`src/rtl/apb_rr_master_if.sv`:
```
// Bundles the two requester command ports, the APB bus and the response port
// of apb_rr_master. The master modport is the arbiter view and the slave modport is the environment view.
interface apb_rr_master_if #(
  parameter int ADDR_W = 32,
  parameter int DATA_W = 32
) ();
  logic              req0_valid;
  logic              req0_ready;
  logic              req0_write;
  logic [ADDR_W-1:0] req0_addr;
  logic [DATA_W-1:0] req0_wdata;

  logic              req1_valid;
  logic              req1_ready;
  logic              req1_write;
  logic [ADDR_W-1:0] req1_addr;
  logic [DATA_W-1:0] req1_wdata;

  logic              psel;
  logic              penable;
  logic              pwrite;
  logic [ADDR_W-1:0] paddr;
  logic [DATA_W-1:0] pwdata;
  logic [DATA_W-1:0] prdata;
  logic              pready;
  logic              pslverr;

  logic              rsp_valid;
  logic              rsp_id;
  logic [DATA_W-1:0] rsp_rdata;
  logic              rsp_err;

  modport master (
    input  req0_valid, req0_write, req0_addr, req0_wdata,
    input  req1_valid, req1_write, req1_addr, req1_wdata,
    output req0_ready, req1_ready,
    output psel, penable, pwrite, paddr, pwdata,
    input  prdata, pready, pslverr,
    output rsp_valid, rsp_id, rsp_rdata, rsp_err
  );

  modport slave (
    output req0_valid, req0_write, req0_addr, req0_wdata,
    output req1_valid, req1_write, req1_addr, req1_wdata,
    input  req0_ready, req1_ready,
    input  psel, penable, pwrite, paddr, pwdata,
    output prdata, pready, pslverr,
    input  rsp_valid, rsp_id, rsp_rdata, rsp_err
  );
endinterface

```
`src/rtl/apb_rr_master.sv`:
```
// Two-requester round-robin APB master with a local address-range guard and a
// pready timeout; each accepted command yields exactly one tagged response pulse.
module apb_rr_master #(
  parameter int ADDR_W    = 32,
  parameter int DATA_W    = 32,
  parameter int MEM_DEPTH = 10,
  parameter int TIMEOUT   = 16
) (
  input  logic                  pclk,
  input  logic                  prst_n,
  apb_rr_master_if.master       bus,
  output logic [1:0]            dbg_state_o
);

  typedef enum logic [1:0] {
    S_IDLE   = 2'd0,
    S_SETUP  = 2'd1,
    S_ACCESS = 2'd2,
    S_ERR    = 2'd3
  } state_e;

  localparam logic [7:0]        TO_LAST   = 8'(TIMEOUT - 1);
  localparam logic [ADDR_W-1:0] ADDR_LIM  = ADDR_W'(MEM_DEPTH);

  state_e            state_q, state_d;
  logic              last_grant_q, last_grant_d;
  logic [7:0]        cnt_q, cnt_d;
  logic              id_q, id_d;
  logic              psel_q, psel_d;
  logic              penable_q, penable_d;
  logic              pwrite_q, pwrite_d;
  logic [ADDR_W-1:0] paddr_q, paddr_d;
  logic [DATA_W-1:0] pwdata_q, pwdata_d;
  logic              rsp_valid_q, rsp_valid_d;
  logic              rsp_id_q, rsp_id_d;
  logic [DATA_W-1:0] rsp_rdata_q, rsp_rdata_d;
  logic              rsp_err_q, rsp_err_d;

  logic              any_req;
  logic              grant;
  logic              sel_write;
  logic [ADDR_W-1:0] sel_addr;
  logic [DATA_W-1:0] sel_wdata;

  // Handshake: a command transfers in a cycle where reqN_valid && reqN_ready.
  // Ready is combinational, only in IDLE and only for the winner; the requester
  // holds valid and payload until then and may withdraw valid beforehand.
  assign any_req   = bus.req0_valid | bus.req1_valid;
  assign grant     = (bus.req0_valid & bus.req1_valid) ? ~last_grant_q : bus.req1_valid;
  assign sel_write = grant ? bus.req1_write : bus.req0_write;
  assign sel_addr  = grant ? bus.req1_addr  : bus.req0_addr;
  assign sel_wdata = grant ? bus.req1_wdata : bus.req0_wdata;

  assign bus.req0_ready = (state_q == S_IDLE) & any_req & ~grant;
  assign bus.req1_ready = (state_q == S_IDLE) & any_req & grant;

  always_ff @(posedge pclk or negedge prst_n) begin
    if (!prst_n) begin
      state_q      <= S_IDLE;
      last_grant_q <= 1'b1;
      cnt_q        <= '0;
      id_q         <= 1'b0;
      psel_q       <= 1'b0;
      penable_q    <= 1'b0;
      pwrite_q     <= 1'b0;
      paddr_q      <= '0;
      pwdata_q     <= '0;
      rsp_valid_q  <= 1'b0;
      rsp_id_q     <= 1'b0;
      rsp_rdata_q  <= '0;
      rsp_err_q    <= 1'b0;
    end else begin
      state_q      <= state_d;
      last_grant_q <= last_grant_d;
      cnt_q        <= cnt_d;
      id_q         <= id_d;
      psel_q       <= psel_d;
      penable_q    <= penable_d;
      pwrite_q     <= pwrite_d;
      paddr_q      <= paddr_d;
      pwdata_q     <= pwdata_d;
      rsp_valid_q  <= rsp_valid_d;
      rsp_id_q     <= rsp_id_d;
      rsp_rdata_q  <= rsp_rdata_d;
      rsp_err_q    <= rsp_err_d;
    end
  end

  always_comb begin
    state_d      = state_q;
    last_grant_d = last_grant_q;
    cnt_d        = cnt_q;
    id_d         = id_q;
    psel_d       = psel_q;
    penable_d    = penable_q;
    pwrite_d     = pwrite_q;
    paddr_d      = paddr_q;
    pwdata_d     = pwdata_q;
    rsp_valid_d  = 1'b0;
    rsp_id_d     = rsp_id_q;
    rsp_rdata_d  = '0;
    rsp_err_d    = 1'b0;

    case (state_q)
      S_IDLE: begin
        if (any_req) begin
          last_grant_d = grant;
          id_d         = grant;
          pwrite_d     = sel_write;
          paddr_d      = sel_addr;
          pwdata_d     = sel_wdata;
          if (sel_addr < ADDR_LIM) begin
            // APB outputs are registered, so psel is raised on the accept edge.
            state_d = S_SETUP;
            psel_d  = 1'b1;
            cnt_d   = '0;
          end else begin
            state_d = S_ERR;
          end
        end
      end
      S_SETUP: begin
        state_d   = S_ACCESS;
        penable_d = 1'b1;
      end
      S_ACCESS: begin
        cnt_d = cnt_q + 8'd1;
        if (bus.pready) begin
          state_d     = S_IDLE;
          psel_d      = 1'b0;
          penable_d   = 1'b0;
          rsp_valid_d = 1'b1;
          rsp_id_d    = id_q;
          rsp_err_d   = bus.pslverr;
          rsp_rdata_d = (!pwrite_q && !bus.pslverr) ? bus.prdata : '0;
        end else if (cnt_q == TO_LAST) begin
          state_d     = S_IDLE;
          psel_d      = 1'b0;
          penable_d   = 1'b0;
          rsp_valid_d = 1'b1;
          rsp_id_d    = id_q;
          rsp_err_d   = 1'b1;
        end
      end
      S_ERR: begin
        state_d     = S_IDLE;
        rsp_valid_d = 1'b1;
        rsp_id_d    = id_q;
        rsp_err_d   = 1'b1;
      end
      default: state_d = S_IDLE;
    endcase
  end

  assign bus.psel      = psel_q;
  assign bus.penable   = penable_q;
  assign bus.pwrite    = pwrite_q;
  assign bus.paddr     = paddr_q;
  assign bus.pwdata    = pwdata_q;
  assign bus.rsp_valid = rsp_valid_q;
  assign bus.rsp_id    = rsp_id_q;
  assign bus.rsp_rdata = rsp_rdata_q;
  assign bus.rsp_err   = rsp_err_q;
  assign dbg_state_o   = state_q;

endmodule

```
`src/flat_wrapper.sv`:
```
// flat-port wrapper written by rule: the top's interface ports become plain ports
module apb_rr_master_flat 
#(
  parameter int ADDR_W    = 32,
  parameter int DATA_W    = 32,
  parameter int MEM_DEPTH = 10,
  parameter int TIMEOUT   = 16
)
  (pclk, prst_n, dbg_state_o, bus_req0_valid, bus_req0_write, bus_req0_addr, bus_req0_wdata, bus_req1_valid, bus_req1_write, bus_req1_addr, bus_req1_wdata, bus_req0_ready, bus_req1_ready, bus_psel, bus_penable, bus_pwrite, bus_paddr, bus_pwdata, bus_prdata, bus_pready, bus_pslverr, bus_rsp_valid, bus_rsp_id, bus_rsp_rdata, bus_rsp_err);
  apb_rr_master_if #(.ADDR_W(ADDR_W), .DATA_W(DATA_W)) bus_i ();
  input  logic pclk;
  input  logic prst_n;
  output logic [1:0] dbg_state_o;
  input wire logic [$bits(bus_i.req0_valid)-1:0] bus_req0_valid;
  input wire logic [$bits(bus_i.req0_write)-1:0] bus_req0_write;
  input wire logic [$bits(bus_i.req0_addr)-1:0] bus_req0_addr;
  input wire logic [$bits(bus_i.req0_wdata)-1:0] bus_req0_wdata;
  input wire logic [$bits(bus_i.req1_valid)-1:0] bus_req1_valid;
  input wire logic [$bits(bus_i.req1_write)-1:0] bus_req1_write;
  input wire logic [$bits(bus_i.req1_addr)-1:0] bus_req1_addr;
  input wire logic [$bits(bus_i.req1_wdata)-1:0] bus_req1_wdata;
  output wire logic [$bits(bus_i.req0_ready)-1:0] bus_req0_ready;
  output wire logic [$bits(bus_i.req1_ready)-1:0] bus_req1_ready;
  output wire logic [$bits(bus_i.psel)-1:0] bus_psel;
  output wire logic [$bits(bus_i.penable)-1:0] bus_penable;
  output wire logic [$bits(bus_i.pwrite)-1:0] bus_pwrite;
  output wire logic [$bits(bus_i.paddr)-1:0] bus_paddr;
  output wire logic [$bits(bus_i.pwdata)-1:0] bus_pwdata;
  input wire logic [$bits(bus_i.prdata)-1:0] bus_prdata;
  input wire logic [$bits(bus_i.pready)-1:0] bus_pready;
  input wire logic [$bits(bus_i.pslverr)-1:0] bus_pslverr;
  output wire logic [$bits(bus_i.rsp_valid)-1:0] bus_rsp_valid;
  output wire logic [$bits(bus_i.rsp_id)-1:0] bus_rsp_id;
  output wire logic [$bits(bus_i.rsp_rdata)-1:0] bus_rsp_rdata;
  output wire logic [$bits(bus_i.rsp_err)-1:0] bus_rsp_err;
  assign bus_i.req0_valid = bus_req0_valid;
  assign bus_i.req0_write = bus_req0_write;
  assign bus_i.req0_addr = bus_req0_addr;
  assign bus_i.req0_wdata = bus_req0_wdata;
  assign bus_i.req1_valid = bus_req1_valid;
  assign bus_i.req1_write = bus_req1_write;
  assign bus_i.req1_addr = bus_req1_addr;
  assign bus_i.req1_wdata = bus_req1_wdata;
  assign bus_req0_ready = bus_i.req0_ready;
  assign bus_req1_ready = bus_i.req1_ready;
  assign bus_psel = bus_i.psel;
  assign bus_penable = bus_i.penable;
  assign bus_pwrite = bus_i.pwrite;
  assign bus_paddr = bus_i.paddr;
  assign bus_pwdata = bus_i.pwdata;
  assign bus_i.prdata = bus_prdata;
  assign bus_i.pready = bus_pready;
  assign bus_i.pslverr = bus_pslverr;
  assign bus_rsp_valid = bus_i.rsp_valid;
  assign bus_rsp_id = bus_i.rsp_id;
  assign bus_rsp_rdata = bus_i.rsp_rdata;
  assign bus_rsp_err = bus_i.rsp_err;
  apb_rr_master #(.ADDR_W(ADDR_W), .DATA_W(DATA_W), .MEM_DEPTH(MEM_DEPTH), .TIMEOUT(TIMEOUT)) u_core (.pclk(pclk), .prst_n(prst_n), .bus(bus_i), .dbg_state_o(dbg_state_o));
endmodule
```
`config.mk`:
```
export PLATFORM = sky130hd
export DESIGN_NAME = apb_rr_master_flat
export DESIGN_NICKNAME = d
export VERILOG_FILES = /design/src/rtl/apb_rr_master_if.sv /design/src/rtl/apb_rr_master.sv /design/src/flat_wrapper.sv
export SDC_FILE = /design/constraint.sdc
export NUM_CORES = 1
export LEC_CHECK = 0
export ABC_CLOCK_PERIOD_IN_PS = 4500
export BUFFER_PORTS_ARGS = -buffer_cell sky130_fd_sc_hd__buf_2
export CAP_MARGIN = 20
export CORE_AREA = 2 2 106 108
export DETAILED_ROUTE_END_ITERATION = 6
export DIE_AREA = 0 0 108 110
export PLACE_DENSITY = 0.92
export SYNTH_ARGS = -nofsm -noshare
export SYNTH_HDL_FRONTEND = slang
export SYNTH_SLANG_ARGS = --single-unit
export TNS_END_PERCENT = 20
```
`constraint.sdc`:
```
create_clock -name pclk -period 4.5 [get_ports pclk]
set_input_delay 0.225 -clock pclk [delete_from_list [all_inputs] [get_ports pclk]]
set_output_delay 0.225 -clock pclk [all_outputs]
set_load 0.05 [all_outputs]
```
======== Word-level counts from Yosys, hierarchy flattened ========
Cells that the tools add are included.
storage, ports and cells
  bits in read-only memories .............. 0
  output and inout port bits .............. 106
  input port bits ......................... 168
  word-level logic and storage cells ...... 71
  memories ................................ 0
  register bits ........................... 114
  memory bits (writable) .................. 0
  latch bits .............................. 0
operators by class
  magnitude comparators ................... 1
  reduce and logical (&&, ||, !) cells .... 13
  equal/unequal tests ..................... 7
  add/sub/neg operators ................... 1
  div/mod/pow operators ................... 0
  $mul .................................... 0
  multiplexer cells ....................... 29
  bitwise logic cells ..................... 7
  shift operators ......................... 0
operators with widths
  kind                 number
  $mux 32              5
  $lt 32x4->1 const B  1
  $mux 8               2
  $pmux 8 s2           1
  $mux 1               11
  $pmux 1 s2           5
  $add 8x1->8 const B  1
  $eq 8x4->1 const B   1
  $mux 2               4
  $pmux 2 s4           1
  $reduce_and 2->1     4
  $reduce_bool 2->1    3
  $and 1x1->1          4
  $eq 2x2->1 const B   2
  $reduce_and 4->1     1
  $ne 3x2->1 const B   1
  $reduce_and 3->1     1
  $eq 2x1->1 const B   1
  $logic_not 1->1      2
  $logic_not 2->1      1
  $ne 2x1->1 const B   1
  $ne 2x2->1 const B   1
  $not 1->1            2
  $logic_and 1x1->1    1
  $or 1x1->1           1

======== Depth between registers and ports, before layout ========
Gate-level depths: netlist of run 1.
  depth in word-level cells ............... 7
  gate-level depth with buffers ........... 9
  depth with buffers taken out ............ 7

======== Worst setup path before layout of run 1 ========
OpenSTA, ideal clock, no wires.
  kind .................................... register -> output
  start ................................... register u_core.state_q[0], in the netlist u_core.dbg_state_o[0]
  end ..................................... output port bus_req0_ready
  arrival ................................. 2.054 ns
  path buffers ............................ 2
  required time ........................... 4.275 ns
  path slack .............................. 2.221 ns
  stages on the path, launching flop included .. 7
  cells stage by stage .................... dfrtp_1 -> inv_1 -> ha_1 -> o21ai_1 -> clkbuf_1 -> buf_1 -> nor2_1
between the ends
  word-level cells in the longest chain between the ends .. 3
ends and longest elaborated chain
  item                      RTL line             text
  start, declared           apb_rr_master.sv:25  state_e state_q, state_d;
  start signal, assigned    apb_rr_master.sv:73  state_q <= state_d;
  $logic_not 2->1           apb_rr_master.sv:54  assign bus.req0_ready = (state_q == S_IDLE) & any_req & ~grant;
  $and 1x1->1 (2 in a row)  apb_rr_master.sv:54
  end, declared             flat_wrapper.sv:22   output wire logic [$bits(bus_i.req0_ready)-1:0] bus_req0_ready;
No other way between the ends.

======== Worst setup path in the final report of run 1 ========
  start ................................... register u_core.state_q[1], in the netlist u_core.dbg_state_o[1]
  end ..................................... output port bus_req0_ready
Same word-level chain as after synthesis.

==> results of run 1 <==
[worst paths after layout]
path	from	endpoint	slack, ns	cells after the start
min in group asynchronous	prst_n	u_core.bus.paddr[31]$_DFFE_PN0P_	0.28	2
worst max register to register	u_core.last_grant_q$_DFFE_PN1P_	u_core.bus.paddr[17]$_DFFE_PN0P_	1.61	5
worst min-delay path	bus_req0_addr[12]	u_core.bus.paddr[12]$_DFFE_PN0P_	0.009	3
max in group asynchronous	prst_n	u_core.bus.paddr[6]$_DFFE_PN0P_	2.99	3
worst max-delay path	u_core.dbg_state_o[1]$_DFFE_PN0P_	bus_req0_ready	1.46	7
worst min register to register	u_core.id_q$_DFFE_PN0P_	u_core.id_q$_DFFE_PN0P_	0.48	1
[flip-flops by register name (all words and copies together), names as in the netlist]
| signal | flops |
|---|---|
| u_core.bus.penable | 1 |
| u_core.bus.rsp_id | 1 |
| u_core.dbg_state_o | 2 |
| u_core.id_q | 1 |
| u_core.bus.paddr | 32 |
| u_core.bus.rsp_rdata | 32 |
| u_core.last_grant_q | 1 |
| u_core.bus.pwdata | 32 |
| u_core.bus.rsp_err | 1 |
| u_core.bus.rsp_valid | 1 |
| u_core.bus.psel | 1 |
| u_core.cnt_q | 8 |
| u_core.bus.pwrite | 1 |
[cell type report]
type                    instances  area share, %
clock buffers                  17           5.49
clock inverters                15           1.79
inverters                       6          0.299
multi-input cells             310           28.6
flip-flops and latches        114           37.9
well taps                     140           2.32
repair buffers                316           23.7
[what timing repair did]
action / 4_1_cts / 5_1_grt
hold buffers: 37 / 0
buffers inserted: 0 / 0
endpoints found under the hold margin: 85 / 0
[power by group]
part	leakage (nW)	switching (mW)	internal, mW
registers	1.45	0.255	1.41
logic	2.22	2.03	0.763
clock network	0.245	0.503	0.732
[synthesized netlist by cell type]
| cell | number |
|---|---|
| a211o_1 | 1 |
| a21boi_2 | 1 |
| a21o_1 | 5 |
| a21oi_1 | 9 |
| a22o_1 | 69 |
| a31oi_1 | 5 |
| a31oi_2 | 1 |
| and2_1 | 33 |
| and3_1 | 1 |
| and4_1 | 2 |
| buf_1 | 3 |
| buf_2 | 4 |
| buf_6 | 1 |
| clkbuf_1 | 30 |
| dfrtp_1 | 113 |
| dfstp_2 | 1 |
| ha_1 | 5 |
| inv_1 | 5 |
| inv_2 | 1 |
| mux2_1 | 1 |
| mux2i_1 | 32 |
| nand2_1 | 43 |
| nand2b_1 | 2 |
| nand3_1 | 6 |
| nand3b_1 | 1 |
| nand4_1 | 9 |
| nand4b_1 | 1 |
| nor2_1 | 9 |
| nor2b_1 | 1 |
| nor3_1 | 1 |
| nor4_1 | 16 |
| o211ai_1 | 7 |
| o21a_1 | 2 |
| o21ai_0 | 3 |
| o21ai_1 | 34 |
| o22a_1 | 1 |
| o2bb2ai_1 | 2 |
| or2_2 | 1 |
| or3_1 | 3 |
| or4_1 | 3 |
[metrics by stage]
step / setup slack (ns) / hold slack (ns) / util (%) / power, mW
floorplan: 2.22 / -0.0706 / - / 3.69
global placement: 2.09 / 0.277 / 61.9 / 4.30
detailed placement: 1.98 / 0.296 / 61.9 / 4.39
CTS: 1.47 / 0.000707 / 70.5 / 5.66
global route: 1.23 / 0.0195 / 70.5 / 5.96
finish: 1.46 / 0.00867 / 70.5 / 5.69
[cell families after synthesis]
group / count (synthesis) / synth area share (%)
adder cells (fa/ha/maj): 5 / 1.21
AO/OA/AOI/OAI: 140 / 20.0
AND/OR/NAND/NOR: 132 / 13.6
flip-flops: 114 / 55.4
buffers and inverters: 44 / 3.45
multiplexers: 33 / 6.43
[layer usage]
metal | GRT usage, % | routed length (um)
met1 | 34.9 | 6560
met2 | 52.4 | 8980
met3 | 7.47 | 1270
met4 | 14.9 | 750
met5 | 0 | 0
[worst max-delay path: cells and delay by family (launching register included)]
kind / cells / cell delay [ns]
buf+inv: 4 / 1.37
simple gates: 1 / 0.11
flops: 1 / 0.45
compound gates: 1 / 0.15
fa+ha+maj: 1 / 0.17
==> results.json, run 1 <==
{
  "synth-warning-count": 0,
  "grt_pass1_vias": 5289,
  "finalSetupViolations": 0,
  "grt_pass1_wl_um": 27000,
  "numPortBuffers": 273,
  "powerDensity_nw_per_um2": 755,
  "cts_sinks": 114,
  "die_w_um": 108,
  "vias": 5190,
  "critPathLaunchType": "flip-flop",
  "synth.area.top_cells": "dfrtp_1 (55%), a22o_1 (12%), mux2i_1 (6.2%), and2_1 (4.0%), o21ai_1 (3.3%)",
  "die-area_um2": 11900,
  "ys_ff_latch": 114,
  "critPathKind": "flip-flop to output pin",
  "antenna_found_initial": 0,
  "crit_path_frequent_cell": "buf_4",
  "instances_no_fill": 918,
  "holdCritPathClass": "input pin to flip-flop",
  "area_growth_pct": 46.2,
  "hold_violations": 0,
  "final_area_um2": 7540,
  "yosys.area.top_type": "dfrtp_1",
  "min_period_over_period_pct": 67.5,
  "grt_usage_pct": 30.1,
  "dr.pass1.iters": 5,
  "path_cells": "inv_1 -> ha_2 -> buf_4 -> o21ai_4 -> buf_4 -> nor2_1 -> buf_2",
  "coreArea_um2": 10700,
  "required_ns": 4.28,
  "rsz0062_at_grt": "false",
  "multi_input_area_um2": 2150,
  "fmax_ghz": 0.329,
  "cts_resized": 0,
  "ir_drop_v": 0.000593,
  "fin_crit_ns": 3.04,
  "ant_nets": 0,
  "slowest_stage": "buf_4",
  "drtIter0Drc": 275,
  "final_common_cell": "buf_2",
  "n_antenna_cell": 0,
  "routed_wl_um": 17600,
  "path_max_fanout": 99,
  "h-tree-depth": 4,
  "synth.distinct_cells": 40,
  "endpoint_kind": "output pin",
  "synthesis.area_um2": 5150,
  "start_util_pct": 48.2,
  "regArea_um2": 2850,
  "final_nets": 938,
  "overflow": 0,
  "numCtsBuffers": 17,
  "synthesis.nets": 641,
  "arrival_ns": 2.81,
  "dp_hpwl_um": 11100,
  "gp_congestion": 0.917,
  "placed_area_um2": 6620,
  "synth_top_cell_area_share_pct": 54.9,
  "clk_path_buf_depth": 2,
  "synth_cells": 468,
  "cap_viol_max_count": 0,
  "avgSynthCellArea_um2": 11.0,
  "fp.dieH_um": 110,
  "slowest_delay_ns": 0.73,
  "drcViolationCount": 0,
  "status": "finished clean",
  "slew_viol_final": 0,
  "nFillCells": 778,
  "pin_count": 274,
  "fp-row-count": 38,
  "drive_above_1_share_pct": 41.1,
  "worstMarginPinSlew_ns": 1.05,
  "clock_latency_ns": 0.51,
  "avgRoutedWirePerCell_um": 19.1,
  "grt_max_degree": 100,
  "fin_skew_ns": 0.00738,
  "path_clk_slew_ns": 0.06,
  "leakage_nw": 3.92,
  "cts_tree": "done",
  "tns_ns": 0,
  "root_buffer": "clkbuf_8",
  "final_cell_mix": "buf_2 (272), dfrtp_1 (113), a22o_1 (69)",
  "dp.cells": 849,
  "max-slew-margin-rel_pct": 29.7,
  "routed_via_density": 5.65,
  "yosysSeqAreaShare_pct": 55.4
}
No activity file was read; power rests on OpenSTA's default activity.
==> inputs of run 2 (changes only) <==
Settings changed: ABC_CLOCK_PERIOD_IN_PS 4500 to 3100, CORE_AREA 2 2 106 108 to not set, CORE_UTILIZATION set to 45, DIE_AREA 0 0 108 110 to not set, PLACE_DENSITY 0.92 to 0.87.
Clock period 4.5 ns to 3.1 ns, I/O delays scaled along.
==> results.json, run 2 (synthesis results as in run 1) <==
{
  "powerDensity_nw_per_um2": 1130,
  "max-slew-margin-rel_pct": 29.3,
  "path_cells": "a21boi_4 -> buf_4 -> nor2_1 -> buf_2",
  "drive_above_1_share_pct": 41.6,
  "multi_input_area_um2": 2150,
  "grt_pass1_wl_um": 27800,
  "fp-row-count": 38,
  "critPathLaunchType": "flip-flop",
  "instances_no_fill": 921,
  "min_period_over_period_pct": 86.2,
  "start_util_pct": 46.9,
  "grt_usage_pct": 31.8,
  "slowest_stage": "a21boi_4",
  "path_clk_slew_ns": 0.05,
  "final_common_cell": "buf_2",
  "dp.cells": 852,
  "slew_viol_final": 0,
  "hold_violations": 0,
  "cts_resized": 0,
  "r2r_slack_ns": 0.67,
  "final_cell_mix": "buf_2 (272), dfrtp_1 (113), a22o_1 (69)",
  "tns_ns": 0,
  "rsz0062_at_grt": "false",
  "min_to": "u_core.bus.paddr[28]$_DFFE_PN0P_",
  "slowest_delay_ns": 0.81,
  "overflow": 0,
  "regArea_um2": 2850,
  "worstMarginPinSlew_ns": 1.06,
  "power_mw": 8.61,
  "die_w_um": 109,
  "min_from": "bus_req0_addr[28]",
  "dr.pass1.iters": 5,
  "fp.dieH_um": 109,
  "holdCritPathClass": "input pin to flip-flop",
  "final_nets": 938,
  "numPortBuffers": 273,
  "gp_congestion": 0.964,
  "cts_tree": "done",
  "numCtsBuffers": 17,
  "coreArea_um2": 11000,
  "clk_path_buf_depth": 2,
  "critPathKind": "flip-flop to output pin",
  "nFillCells": 727,
  "antenna_found_initial": 3,
  "fmax_ghz": 0.374,
  "endpoint_kind": "output pin",
  "fin_crit_ns": 2.67,
  "cp_top_family": "buffers and inverters",
  "path_max_fanout": 40,
  "grt_pass1_vias": 5324,
  "regToRegEndpoint": "u_core.bus.pwdata[26]$_DFFE_PN0P_",
  "drcViolationCount": 0,
  "dp_hpwl_um": 11700,
  "ant_nets": 0,
  "avgRoutedWirePerCell_um": 19.7,
  "arrival_ns": 2.52,
  "area_growth_pct": 48.2,
  "die-area_um2": 11900,
  "leakage_nw": 3.99,
  "drtIter0Drc": 315,
  "ir_drop_v": 0.000784,
  "root_buffer": "clkbuf_16",
  "cap_viol_max_count": 0,
  "pin_count": 274,
  "h-tree-depth": 4,
  "routed_via_density": 5.66,
  "grt_max_degree": 68,
  "required_ns": 2.94,
  "fin_util_pct": 69.5,
  "cts_sinks": 114,
  "finalSetupViolations": 0,
  "status": "finished clean",
  "min_path_cells": 3,
  "crit_buf_inv": 2,
  "fin_skew_ns": 0.00551,
  "rr_startpoint": "u_core.last_grant_q$_DFFE_PN1P_",
  "vias": 5215,
  "routed_wl_um": 18200,
  "rr_worst_depth": 5,
  "clock_latency_ns": 0.42
}
-- run 2: cell types whose count changed in the layout (fill, tap and decap cells not counted), sizes merged --
cell and change:
clkinv +2, diode +3, buf +4, clkbuf +1, clkinvlp -4, bufinv +3, inv -2, dlygate4sd3 -4
-- run 2: power breakdown --
group	leakage, nW	switching (mW)	total, mW	internal [mW]
sequential	1.45	0.377	2.42	2.04
combinational	2.23	2.98	4.12	1.14
clock	0.298	0.707	2.07	1.36
-- run 2: how the worst max path moves through the flow --
stage	startpoint	to	slack, ns	cells after the start
after floorplan	u_core.dbg_state_o[0]$_DFFE_PN0P_	bus_req0_ready	0.89	6
after global placement	u_core.last_grant_q$_DFFE_PN1P_	u_core.bus.pwdata[19]$_DFFE_PN0P_	0.90	5
after detailed placement	u_core.last_grant_q$_DFFE_PN1P_	u_core.bus.pwdata[17]$_DFFE_PN0P_	0.74	5
after CTS	u_core.last_grant_q$_DFFE_PN1P_	bus_req0_ready	0.38	4
after global routing	u_core.last_grant_q$_DFFE_PN1P_	bus_req0_ready	0.27	4
final	u_core.last_grant_q$_DFFE_PN1P_	bus_req0_ready	0.43	4
-- run 2: repair_timing --
| action | in CTS | in global routing |
|---|---|---|
| hold buffers | 33 | 0 |
| hold endpoints to repair | 79 | 0 |
| setup buffers | 0 | 0 |
-- run 2: stage by stage --
step / cell area [um2] / worst slack, ns / hold WS [ns]
after CTS: 7610 / 0.376 / 0.0198
after global routing: 7640 / 0.269 / 0.0255
after floorplan: 5150 / 0.891 / -0.141
final: 7640 / 0.427 / 0.0264
after global placement: 6650 / 0.905 / 0.205
after detailed placement: 6650 / 0.742 / 0.213
-- run 2: layer usage --
layer / global-route usage, % / part of all wire (%) / vias to the layer above
met5: 0 / 0 / -
met4: 19.4 / 4.4 / 0
met3: 9.56 / 7.5 / 70
met2: 53.0 / 52 / 315
met1: 35.7 / 36 / 2514
li1: - / - / 2316
-- run 2: tightest hold or removal path, stage by stage --
cell and delay [ns]:
buf_2 0.09, mux2i_1 0.06, o21ai_1 0.10
-- run 2: area by class of cell --
| cell class | instances | area share [%] |
|---|---|---|
| flip-flops and latches | 114 | 37.4 |
| multi-input cells | 310 | 28.2 |
| repair buffers | 316 | 23.6 |
| clock buffers | 18 | 5.75 |
| clock inverters | 14 | 2.46 |
| well taps | 140 | 2.29 |
| inverters | 6 | 0.295 |
| diodes | 3 | 0.0983 |
